[config.mk]
export PLATFORM = sky130hd
export DESIGN_NAME = sd_cmd_responder
export DESIGN_NICKNAME = d
export VERILOG_FILES = /design/src/rtl/sd_cmd_pkg.sv /design/src/rtl/sd_crc7.sv /design/src/rtl/sd_cmd_responder.sv
export SDC_FILE = /design/constraint.sdc
export NUM_CORES = 1
export LEC_CHECK = 0
export ABC_AREA = 1
export CAP_MARGIN = 5
export CORE_ASPECT_RATIO = 2
export CORE_MARGIN = 2
export CORE_UTILIZATION = 30
export CTS_CLUSTER_DIAMETER = 60
export DETAILED_ROUTE_END_ITERATION = 8
export PLACE_DENSITY = 0.47
export SLEW_MARGIN = 20
export SYNTH_ARGS = -nofsm -noshare
export SYNTH_HDL_FRONTEND = slang
export SYNTH_SLANG_ARGS = --single-unit
[constraint.sdc]
create_clock -name clk -period 2.05 [get_ports clk]
set_clock_uncertainty 0.2 [all_clocks]
set_input_delay 0.41 -clock clk [delete_from_list [all_inputs] [get_ports clk]]
set_output_delay 0.41 -clock clk [all_outputs]
set_load 0.02 [all_outputs]
[src/rtl/sd_cmd_pkg.sv]
// Shared SD CMD-line definitions: FSM states, frame layout and the CRC7 step.
// Also intended for reuse by a DAT-line responder.
package sd_cmd_pkg;

  typedef enum logic [1:0] {
    ST_IDLE,
    ST_RX,
    ST_WAIT_RSP,
    ST_TX
  } sd_cmd_state_e;

  localparam int         SD_CMD_FRAME_LEN = 48;
  localparam logic [6:0] SD_CRC7_POLY     = 7'h09;
  localparam logic [6:0] SD_R3_CRC        = 7'h7F;

  // Bit positions within a frame, counted from the start bit (bit 0).
  localparam int SD_BIT_DIR = 1;
  localparam int SD_BIT_CRC = 40;
  localparam int SD_BIT_END = SD_CMD_FRAME_LEN - 1;

  function automatic logic [6:0] sd_crc7_step(input logic [6:0] crc, input logic din);
    logic fb;
    fb = din ^ crc[6];
    return {crc[5:0], 1'b0} ^ (fb ? SD_CRC7_POLY : 7'h00);
  endfunction

endpackage

[src/rtl/sd_crc7.sv]
// Serial CRC7 (x^7+x^3+1, init 0), one bit per clock; clr has priority over en.
module sd_crc7
  import sd_cmd_pkg::*;
(
  input  logic       clk,
  input  logic       rstn,
  input  logic       clr,
  input  logic       en,
  input  logic       din,
  output logic [6:0] crc
);

  logic [6:0] crc_q, crc_d;

  always_comb begin
    crc_d = crc_q;
    if (clr)     crc_d = 7'h00;
    else if (en) crc_d = sd_crc7_step(crc_q, din);
  end

  always_ff @(posedge clk or negedge rstn) begin
    if (!rstn) crc_q <= 7'h00;
    else       crc_q <= crc_d;
  end

  assign crc = crc_q;

endmodule

[src/rtl/sd_cmd_responder.sv]
// Card-side SD CMD line: receives and CRC-checks 48-bit host commands, then
// serialises the response offered by card logic inside the NCR window.
module sd_cmd_responder
  import sd_cmd_pkg::*;
#(
  parameter int NCR_MIN = 2,
  parameter int NCR_MAX = 64
) (
  input  logic        clk,
  input  logic        rstn,
  input  logic        cmd_in,
  output logic        cmd_out,
  output logic        cmd_oe,
  output logic        cmd_valid,
  output logic [5:0]  cmd_index,
  output logic [31:0] cmd_arg,
  output logic        cmd_crc_ok,
  input  logic        rsp_valid,
  output logic        rsp_ready,
  input  logic [5:0]  rsp_index,
  input  logic [31:0] rsp_arg,
  input  logic        rsp_no_crc,
  output logic        rsp_timeout,
  output logic        busy
);

  localparam int CW = $clog2(NCR_MAX + 1);

  if (NCR_MIN < 2 || NCR_MAX <= NCR_MIN) begin : g_bad_ncr
    $error("sd_cmd_responder: NCR_MIN must be >= 2 and NCR_MAX > NCR_MIN");
  end

  sd_cmd_state_e   state_q, state_d;
  logic [5:0]      bit_q, bit_d;
  logic [CW-1:0]   ncr_q, ncr_d;
  logic [44:0]     rx_sr_q, rx_sr_d;
  logic [5:0]      idx_q, idx_d;
  logic [31:0]     arg_q, arg_d;
  logic            crc_ok_q, crc_ok_d;
  logic            vld_q, vld_d;
  logic [39:0]     tx_sr_q, tx_sr_d;
  logic            no_crc_q, no_crc_d;

  logic [6:0]      crc;
  logic            crc_clr, crc_en, crc_din;
  logic            hs, rx_last, crc_match;
  logic [2:0]      crc_pos;

  // One CRC engine: checks incoming bits 0..39 in RX, generates outgoing CRC in TX.
  sd_crc7 u_crc7 (
    .clk  (clk),
    .rstn (rstn),
    .clr  (crc_clr),
    .en   (crc_en),
    .din  (crc_din),
    .crc  (crc)
  );

  assign crc_clr = (state_q == ST_IDLE) || (state_q == ST_WAIT_RSP);
  assign crc_en  = ((state_q == ST_RX) && (bit_q <= 6'(SD_BIT_CRC - 1))) || (state_q == ST_TX);
  assign crc_din = (state_q == ST_TX) ? cmd_out : cmd_in;

  // rx_sr holds frame bits 2..46; bit k sits at position 46-k once the end bit arrives.
  assign rx_last   = (state_q == ST_RX) && (bit_q == 6'(SD_BIT_END));
  assign crc_match = (rx_sr_q[6:0] == crc) && cmd_in;
  assign hs        = (state_q == ST_WAIT_RSP) && rsp_valid && rsp_ready;
  assign crc_pos   = 3'(6'(SD_BIT_END - 1) - bit_q);

  always_ff @(posedge clk or negedge rstn) begin
    if (!rstn) state_q <= ST_IDLE;
    else       state_q <= state_d;
  end

  always_comb begin
    state_d  = state_q;
    bit_d    = bit_q;
    ncr_d    = ncr_q;
    rx_sr_d  = rx_sr_q;
    idx_d    = idx_q;
    arg_d    = arg_q;
    crc_ok_d = crc_ok_q;
    vld_d    = 1'b0;
    tx_sr_d  = tx_sr_q;
    no_crc_d = no_crc_q;
    unique case (state_q)
      ST_IDLE: begin
        if (!cmd_in) begin
          state_d = ST_RX;
          bit_d   = 6'd1;
          ncr_d   = '0;
        end
      end
      ST_RX: begin
        bit_d   = bit_q + 6'd1;
        rx_sr_d = {rx_sr_q[43:0], cmd_in};
        if (bit_q == 6'(SD_BIT_DIR) && !cmd_in) begin
          state_d = ST_IDLE;
        end else if (rx_last) begin
          vld_d    = 1'b1;
          idx_d    = rx_sr_q[44:39];
          arg_d    = rx_sr_q[38:7];
          crc_ok_d = crc_match;
          ncr_d    = CW'(1);
          state_d  = crc_match ? ST_WAIT_RSP : ST_IDLE;
        end
      end
      ST_WAIT_RSP: begin
        // Handshake beats both a new start bit and the window closing on the same edge.
        if (hs) begin
          state_d  = ST_TX;
          bit_d    = 6'd0;
          tx_sr_d  = {2'b00, rsp_index, rsp_arg};
          no_crc_d = rsp_no_crc;
        end else if (!cmd_in) begin
          state_d = ST_RX;
          bit_d   = 6'd1;
          ncr_d   = '0;
        end else if (ncr_q == CW'(NCR_MAX)) begin
          state_d = ST_IDLE;
        end else begin
          ncr_d = ncr_q + CW'(1);
        end
      end
      ST_TX: begin
        bit_d   = bit_q + 6'd1;
        tx_sr_d = {tx_sr_q[38:0], 1'b0};
        if (bit_q == 6'(SD_BIT_END)) state_d = ST_IDLE;
      end
      default: state_d = ST_IDLE;
    endcase
  end

  always_ff @(posedge clk or negedge rstn) begin
    if (!rstn) begin
      bit_q    <= '0;
      ncr_q    <= '0;
      rx_sr_q  <= '0;
      idx_q    <= '0;
      arg_q    <= '0;
      crc_ok_q <= 1'b0;
      vld_q    <= 1'b0;
      tx_sr_q  <= '0;
      no_crc_q <= 1'b0;
    end else begin
      bit_q    <= bit_d;
      ncr_q    <= ncr_d;
      rx_sr_q  <= rx_sr_d;
      idx_q    <= idx_d;
      arg_q    <= arg_d;
      crc_ok_q <= crc_ok_d;
      vld_q    <= vld_d;
      tx_sr_q  <= tx_sr_d;
      no_crc_q <= no_crc_d;
    end
  end

  always_comb begin
    cmd_oe      = (state_q == ST_TX);
    cmd_out     = 1'b1;
    rsp_ready   = (state_q == ST_WAIT_RSP) && (ncr_q >= CW'(NCR_MIN)) && (ncr_q < CW'(NCR_MAX));
    rsp_timeout = (state_q == ST_WAIT_RSP) && (ncr_q == CW'(NCR_MAX)) && cmd_in;
    busy        = (state_q != ST_IDLE);
    if (state_q == ST_TX) begin
      // CRC bits come straight off the engine's MSB; feeding them back just shifts it.
      if (bit_q < 6'(SD_BIT_CRC))      cmd_out = tx_sr_q[39];
      else if (bit_q < 6'(SD_BIT_END)) cmd_out = no_crc_q ? SD_R3_CRC[crc_pos] : crc[6];
    end
  end

  assign cmd_valid  = vld_q;
  assign cmd_index  = idx_q;
  assign cmd_arg    = arg_q;
  assign cmd_crc_ok = crc_ok_q;

endmodule

Yosys cells after proc, flatten, opt, wreduce, memory -nomap -nowiden
Memories as Yosys holds them, arrays and structs flattened.
Cells that the tools add are included.
- logic and storage cells: 97
- memory bits (read-only): 8
- output and inout port bits: 45
- input port bits: 43
- latch bits: 0
- bits in registers: 148
- RAM bits: 0
- memories kept: 1
- memories (name ; depth ; width ; read ports ; clocked after memory_dff ; wr ports ; line ; RTL):
    (no name shown) ; 8 ; 1 ; 1 ; 0 ; 0 ; sd_cmd_responder.sv:166 ; else if (bit_q < 6'(SD_BIT_END)) cmd_out = no_crc_q ? SD_R3_CRC[crc_pos] : crc[6];
- order comparisons: 6
- add/sub/neg operators: 3
- multiplexer cells: 33
- bitwise logic cells: 3
- multipliers: 0
- equal/unequal tests: 16
- divide/modulo/power cells: 0
- reduce and logical (&&, ||, !) cells: 24
- shift-type cells: 0
- operators with widths (kind ; number):
    40-bit case mux with 2 select lines ; 1
    7-bit two-way mux ; 8
    40-bit two-way mux ; 1
    7-bit case mux with 3 select lines ; 1
    6-bit case mux with 3 select lines ; 1
    2-bit two-way mux ; 8
    6-bit less-than comparator (second input constant) ; 2
    6-bit two-way mux ; 2
    1-bit logical AND ; 10
    2-bit != test (second input constant) ; 5
    1-bit two-way mux ; 9
    2-bit case mux with 4 select lines ; 1
    7-bit by 1-bit adder with 7-bit output (second input constant) ; 1
    7-bit == test ; 1
    7-bit == test (second input constant) ; 1
    7-bit by 2-bit greater-or-equal comparator with 1-bit output (second input constant) ; 1
    7-bit less-than comparator (second input constant) ; 1
    7-bit bitwise XOR ; 1
    6-bit by 1-bit adder with 6-bit output (second input constant) ; 1
    6-bit by 1-bit == test with 1-bit output (second input constant) ; 1
    6-bit == test (second input constant) ; 1
    6-bit <= comparator (second input constant) ; 1
    6-bit AND reduction ; 1
    2-bit nonzero test ; 3
    other kinds (19) ; 22

Logic depth before layout (Yosys ltp)
- word-level depth: 13
- mapped depth: 11
- gate-level depth less buffers: 10

Modules after synthesis
From an unflattened synthesis, not the netlist that was laid out.
- cells, all modules: 812
- area, all modules: 6718.9 µm²
- modules (own cells, without submodules) (module ; cells each ; seq. area each (µm²) ; times used ; area an instance (µm²)):
    sd_cmd_responder ; 776 ; 3528.4 ; 1 ; 6406.1
    sd_crc7 ; 36 ; 175.2 ; 1 ; 312.8

Least setup slack after synthesis
Ideal clock, no wire load.
- path type: register to register
- start point: register state_q[0]
- end point: register u_crc7.crc_q[3] (netlist: u_crc7.crc[3])
- cell stages (with the launch flop): 10
- period minus slack after synthesis: 2053 ps
- setup time: 117 ps
- path buffers: 1
- data arrival time: 1736 ps
- required time: 1733 ps
- slack: -3 ps
- path through: dfrtp_1 ha_1 clkbuf_1 inv_1 a21oi_1 nand3_1 nand3_1 nand3_1 nand3_1 nand2_1
- longest elaborated chain between the ends: 8
- elaborated cells on any way between the ends: 15
- those cells by class: 3 x eq/ne; 5 x mux; 2 x bitwise; 5 x reduce/logical
- ends and longest elaborated chain (what ; line ; RTL):
    from (decl) ; sd_cmd_responder.sv:33 ; sd_cmd_state_e state_q, state_d;
    from (signal assigned) ; sd_cmd_responder.sv:71 ; else state_q <= state_d;
    2-bit == test ; - ;
    net cmd_oe ; sd_cmd_responder.sv:13 ; output logic cmd_oe,
    1-bit two-way mux ; sd_cmd_responder.sv:163 ; if (state_q == ST_TX) begin
    net cmd_out ; sd_cmd_responder.sv:12 ; output logic cmd_out,
    1-bit two-way mux ; sd_cmd_responder.sv:61 ; assign crc_din = (state_q == ST_TX) ? cmd_out : cmd_in;
    1-bit bitwise XOR ; sd_cmd_pkg.sv:23 ; fb = din ^ crc[6];
    4-bit two-way mux ; sd_cmd_pkg.sv:24 ; return {crc[5:0], 1'b0} ^ (fb ? SD_CRC7_POLY : 7'h00);
    7-bit bitwise XOR ; sd_cmd_pkg.sv:24 ;
    7-bit two-way mux ; sd_crc7.sv:18 ; else if (en) crc_d = sd_crc7_step(crc_q, din);
    7-bit two-way mux ; sd_crc7.sv:17 ; if (clr) crc_d = 7'h00;
    to (signal assigned) ; sd_crc7.sv:23 ; else crc_q <= crc_d;
    to (decl) ; sd_crc7.sv:13 ; logic [6:0] crc_q, crc_d;
The timed path passes the listed nets, and every way through them passes these cells. The select of a mux whose other input is x is not followed.
A chain may end at the register's enable or synchronous reset.

Final worst setup path
- start point: register ncr_q[1]
- end point: output port rsp_ready
- longest elaborated chain between the ends: 3
- elaborated cells on any way between the ends: 4
- those cells by class: 2 x order compare; 2 x reduce/logical
- ends and longest elaborated chain (what ; line ; RTL):
    from (decl) ; sd_cmd_responder.sv:35 ; logic [CW-1:0] ncr_q, ncr_d;
    from (signal assigned) ; sd_cmd_responder.sv:146 ; ncr_q <= ncr_d;
    7-bit by 2-bit greater-or-equal comparator with 1-bit output ; sd_cmd_responder.sv:160 ; rsp_ready = (state_q == ST_WAIT_RSP) && (ncr_q >= CW'(NCR_MIN)) && (ncr_q < CW'(NCR_MAX));
    1-bit logical AND ; sd_cmd_responder.sv:160 ;
    1-bit logical AND (*) ; sd_cmd_responder.sv:160 ;
    to (decl) ; sd_cmd_responder.sv:19 ; output logic rsp_ready,
Mark *: on every way between the ends. The rest lies on a longest branch, timed or not.

==> flow_metrics.tcl <==
set metrics [dict create \
    gr-total-overflow 0 \
    setup.worst_path.start "ncr_q[1]$_DFFE_PN0P_" \
    violations "negative setup slack" \
    r2r_slack_ns 0.10 \
    crit_path_end "rsp_ready" \
    hold_slack_ns 0.164 \
    final_cell_area_um2 9210 \
    clkLatencyLatePin_ns 0.43 \
    die_w_um 110 \
    netlist_instances 748 \
    switching_share_pct 31.0 \
    async_flop_share_pct 100 \
    cellLeakagePower_nw 4.26 \
    r2r_end "cmd_arg[2]$_DFFE_PN0P_" \
    hold_viol 0 \
    cts_sinks 148 \
    synth_most_common_cell "nand2_1" \
    grt_max_degree 81 \
    worstReg2RegStart "bit_q[1]$_DFF_PN0_" \
    ys_seq_elements 148 \
    gp_congestion 0.858 \
    start_kind "flip-flop" \
    combPwrFrac_pct 25.3 \
    fin_ws_ns -0.0822 \
    synthTopCellsByCount "nand2_1 (174), dfrtp_1 (148), inv_1 (111), o21ai_0 (111), nand3_1 (38)" \
    globalRouteTotalUtil_pct 14.5 \
    grt_pass1_wl_um 26600 \
    synth_top_area_share_pct 54.9 \
    ys.flop_type "dfrtp_1" \
    nNetsFinal 933 \
    cts_root_buffer "clkbuf_16" \
    ctsHtreeMaxLevel 4 \
    num_antenna_cells 0 \
    p_sw_mw 2.93 \
    endpoint_kind "primary output" \
    rsz0062_at_grt "yes" \
    num_vias 5329 \
    io_pins 88 \
    syn_nets 799 \
    drt_iter0_markers 179 \
    sequentialPowerShare_pct 40.5 \
    netlist-cell-type-count 36 \
    core_area_um2 22100 \
    clockPowerShare_pct 34.2 \
    crit_type "flip-flop to primary output" \
    finalCoreUtilization_pct 41.7 \
    num_rows 77 \
    setup_viol 3 \
    required_ns 1.44 \
    synth_area_leaders "dfrtp_1 (55%), nand2_1 (9.7%), o21ai_0 (8.2%)" \
    numPortBuffers 87 \
    synth_warnings 0 \
    worstRegToRegCells 11 \
    p_per_area_nw_per_um2 1030 \
    wl_per_cell_um 13.7 \
    cp.arrival_ns 1.52 \
    cap_violations 0 \
    fmax_mhz 469 \
    p_int_mw 6.53 \
    ir_drop_v 0.000612 \
    routed_wl_um 16000 \
    fin_tns_setup_ns -0.140 \
    die_h_um 216 \
    tightest_slew_ns 0.424 \
    drc 0 \
    antenna_found_initial 0 \
    dp.cells 1129 \
    first_global_vias 5582 \
    status "finished, violations left" \
    relSlewSlack_pct 71.7 \
    drive_gt1_share_pct 19.9 \
    die_area_um2 23800 \
    power_mw 9.46 \
    post-place-ws_ns -0.338 \
    cts.clk_slew.worst_paths_ns 0.07 \
    cts_tree "built" \
    dr.pass1.iters 4 \
    area_growth_syn_to_layout_pct 36.6 \
    synth_edf_count 0 \
    ant_nets 0 \
    hp-class "input pin to asynchronous set/reset pin" \
    final_max_slew_viol_count 0 \
    worstPathMaxFanout 3 \
    layoutNonFillerInstCount 1171 \
    via_per_inst 4.55 \
    yosysSeqAreaShare_pct 54.9 \
    synthesis.area_um2 6740 \
    cts_made_buffers 17 \
    dp_hpwl_um 10900 \
    place_area_um2 8300 \
    cts_buffer_depth 2 \
    initial_core_util_pct 30.6 \
    post-route-period-util_pct 104 \
    syn_area_per_cell_um2 9.01 \
    period_minus_slack_ns 2.13 \
    yosys.area.top_type "dfrtp_1" \
]
-- layout make-up --
type / instances / area, um^2
flip-flops and latches: 148 / 3700
clock inverters: 11 / 149
repair buffers: 151 / 1590
well taps: 276 / 345
inverters: 114 / 430
fillers: 2241 / 12900
multi-input cells: 450 / 2530
clock buffers: 21 / 460
-- per-layer routing --
metal	wire, um	part of all wire (%)	global-route usage (%)	vias up
li1	-	-	-	2679
met3	486	3.0	3.35	23
met1	6510	41	15.6	2522
met5	0	0	0	-
met4	345	2.2	6.37	0
met2	8650	54	26.2	105
-- timing repair --
| action | CTS | global route |
|---|---|---|
| gates resized for setup | 72 | 41 |
| setup buffers | 5 | 3 |
| cloned | 3 | 2 |
| endpoints found under the hold margin | 148 | 0 |
| pin swaps | 7 | 8 |
| endpoints found under the setup margin | 9 | 78 |
| hold buffers | 1 | 0 |
-- power by group through the flow --
stage	Clock [mW]	Sequential [mW]	Combinational, mW
after CTS	3.35	3.83	2.34
after global placement	0	3.87	2.23
final	3.24	3.83	2.39
after floorplan	0	3.83	1.44
after global routing	3.48	3.91	2.76
after detailed placement	0	3.88	2.25
-- logic make-up after synthesis --
family                     count (synthesis)  synth area share (%)
AOI/OAI and AO/OA                        187                  17.9
buffers and inverters                    151                  9.58
DFF                                      148                  54.9
muxes                                      1                 0.167
adders and majority gates                  8                  1.49
xor gates and xnor gates                   5                 0.650
and+or+nand+nor                          248                  15.3
-- cell usage in the layout, fill, tap and decap left out, drive strengths merged, types with 4 or more instances in the layout --
master,instances
nand2,174
clkbuf,23
dlygate4sd2,4
o21ai,142
o211ai,36
dlymetal6s2s,16
clkinv,6
nor2,27
inv,116
dfrtp,148
buf,67
ha,8
nand3,40
clkdlybuf4s50,61
-- worst min path at each step --
stage	start	to	slack, ns	cells past startpoint
after floorplan	rstn	bit_q[0]$_DFF_PN0_	-0.09	0
after global placement	rstn	tx_sr_q[22]$_DFFE_PN0P_	0.04	1
after detailed placement	rstn	tx_sr_q[25]$_DFFE_PN0P_	0.04	1
after CTS	rstn	tx_sr_q[24]$_DFFE_PN0P_	0.14	2
after global routing	rstn	tx_sr_q[24]$_DFFE_PN0P_	0.15	2
final	rstn	tx_sr_q[25]$_DFFE_PN0P_	0.16	2
-- state kept, by name (all words and copies together) (netlist names) --
name	cells
cmd_index	6
bit_q	6
u_crc7.crc	7
cmd_crc_ok	1
cmd_valid	1
no_crc_q	1
ncr_q	7
rx_sr_q	45
cmd_arg	32
state_q	2
tx_sr_q	40
-- critical path, cell delays in order, from the launching register on --
cell and delay (ns):
dfrtp_1 0.42, ha_2 0.18, nor2_1 0.09, nand3_1 0.13, nand2_1 0.10, inv_1 0.05, buf_6 0.12
(Power assumes the default switching activity.)
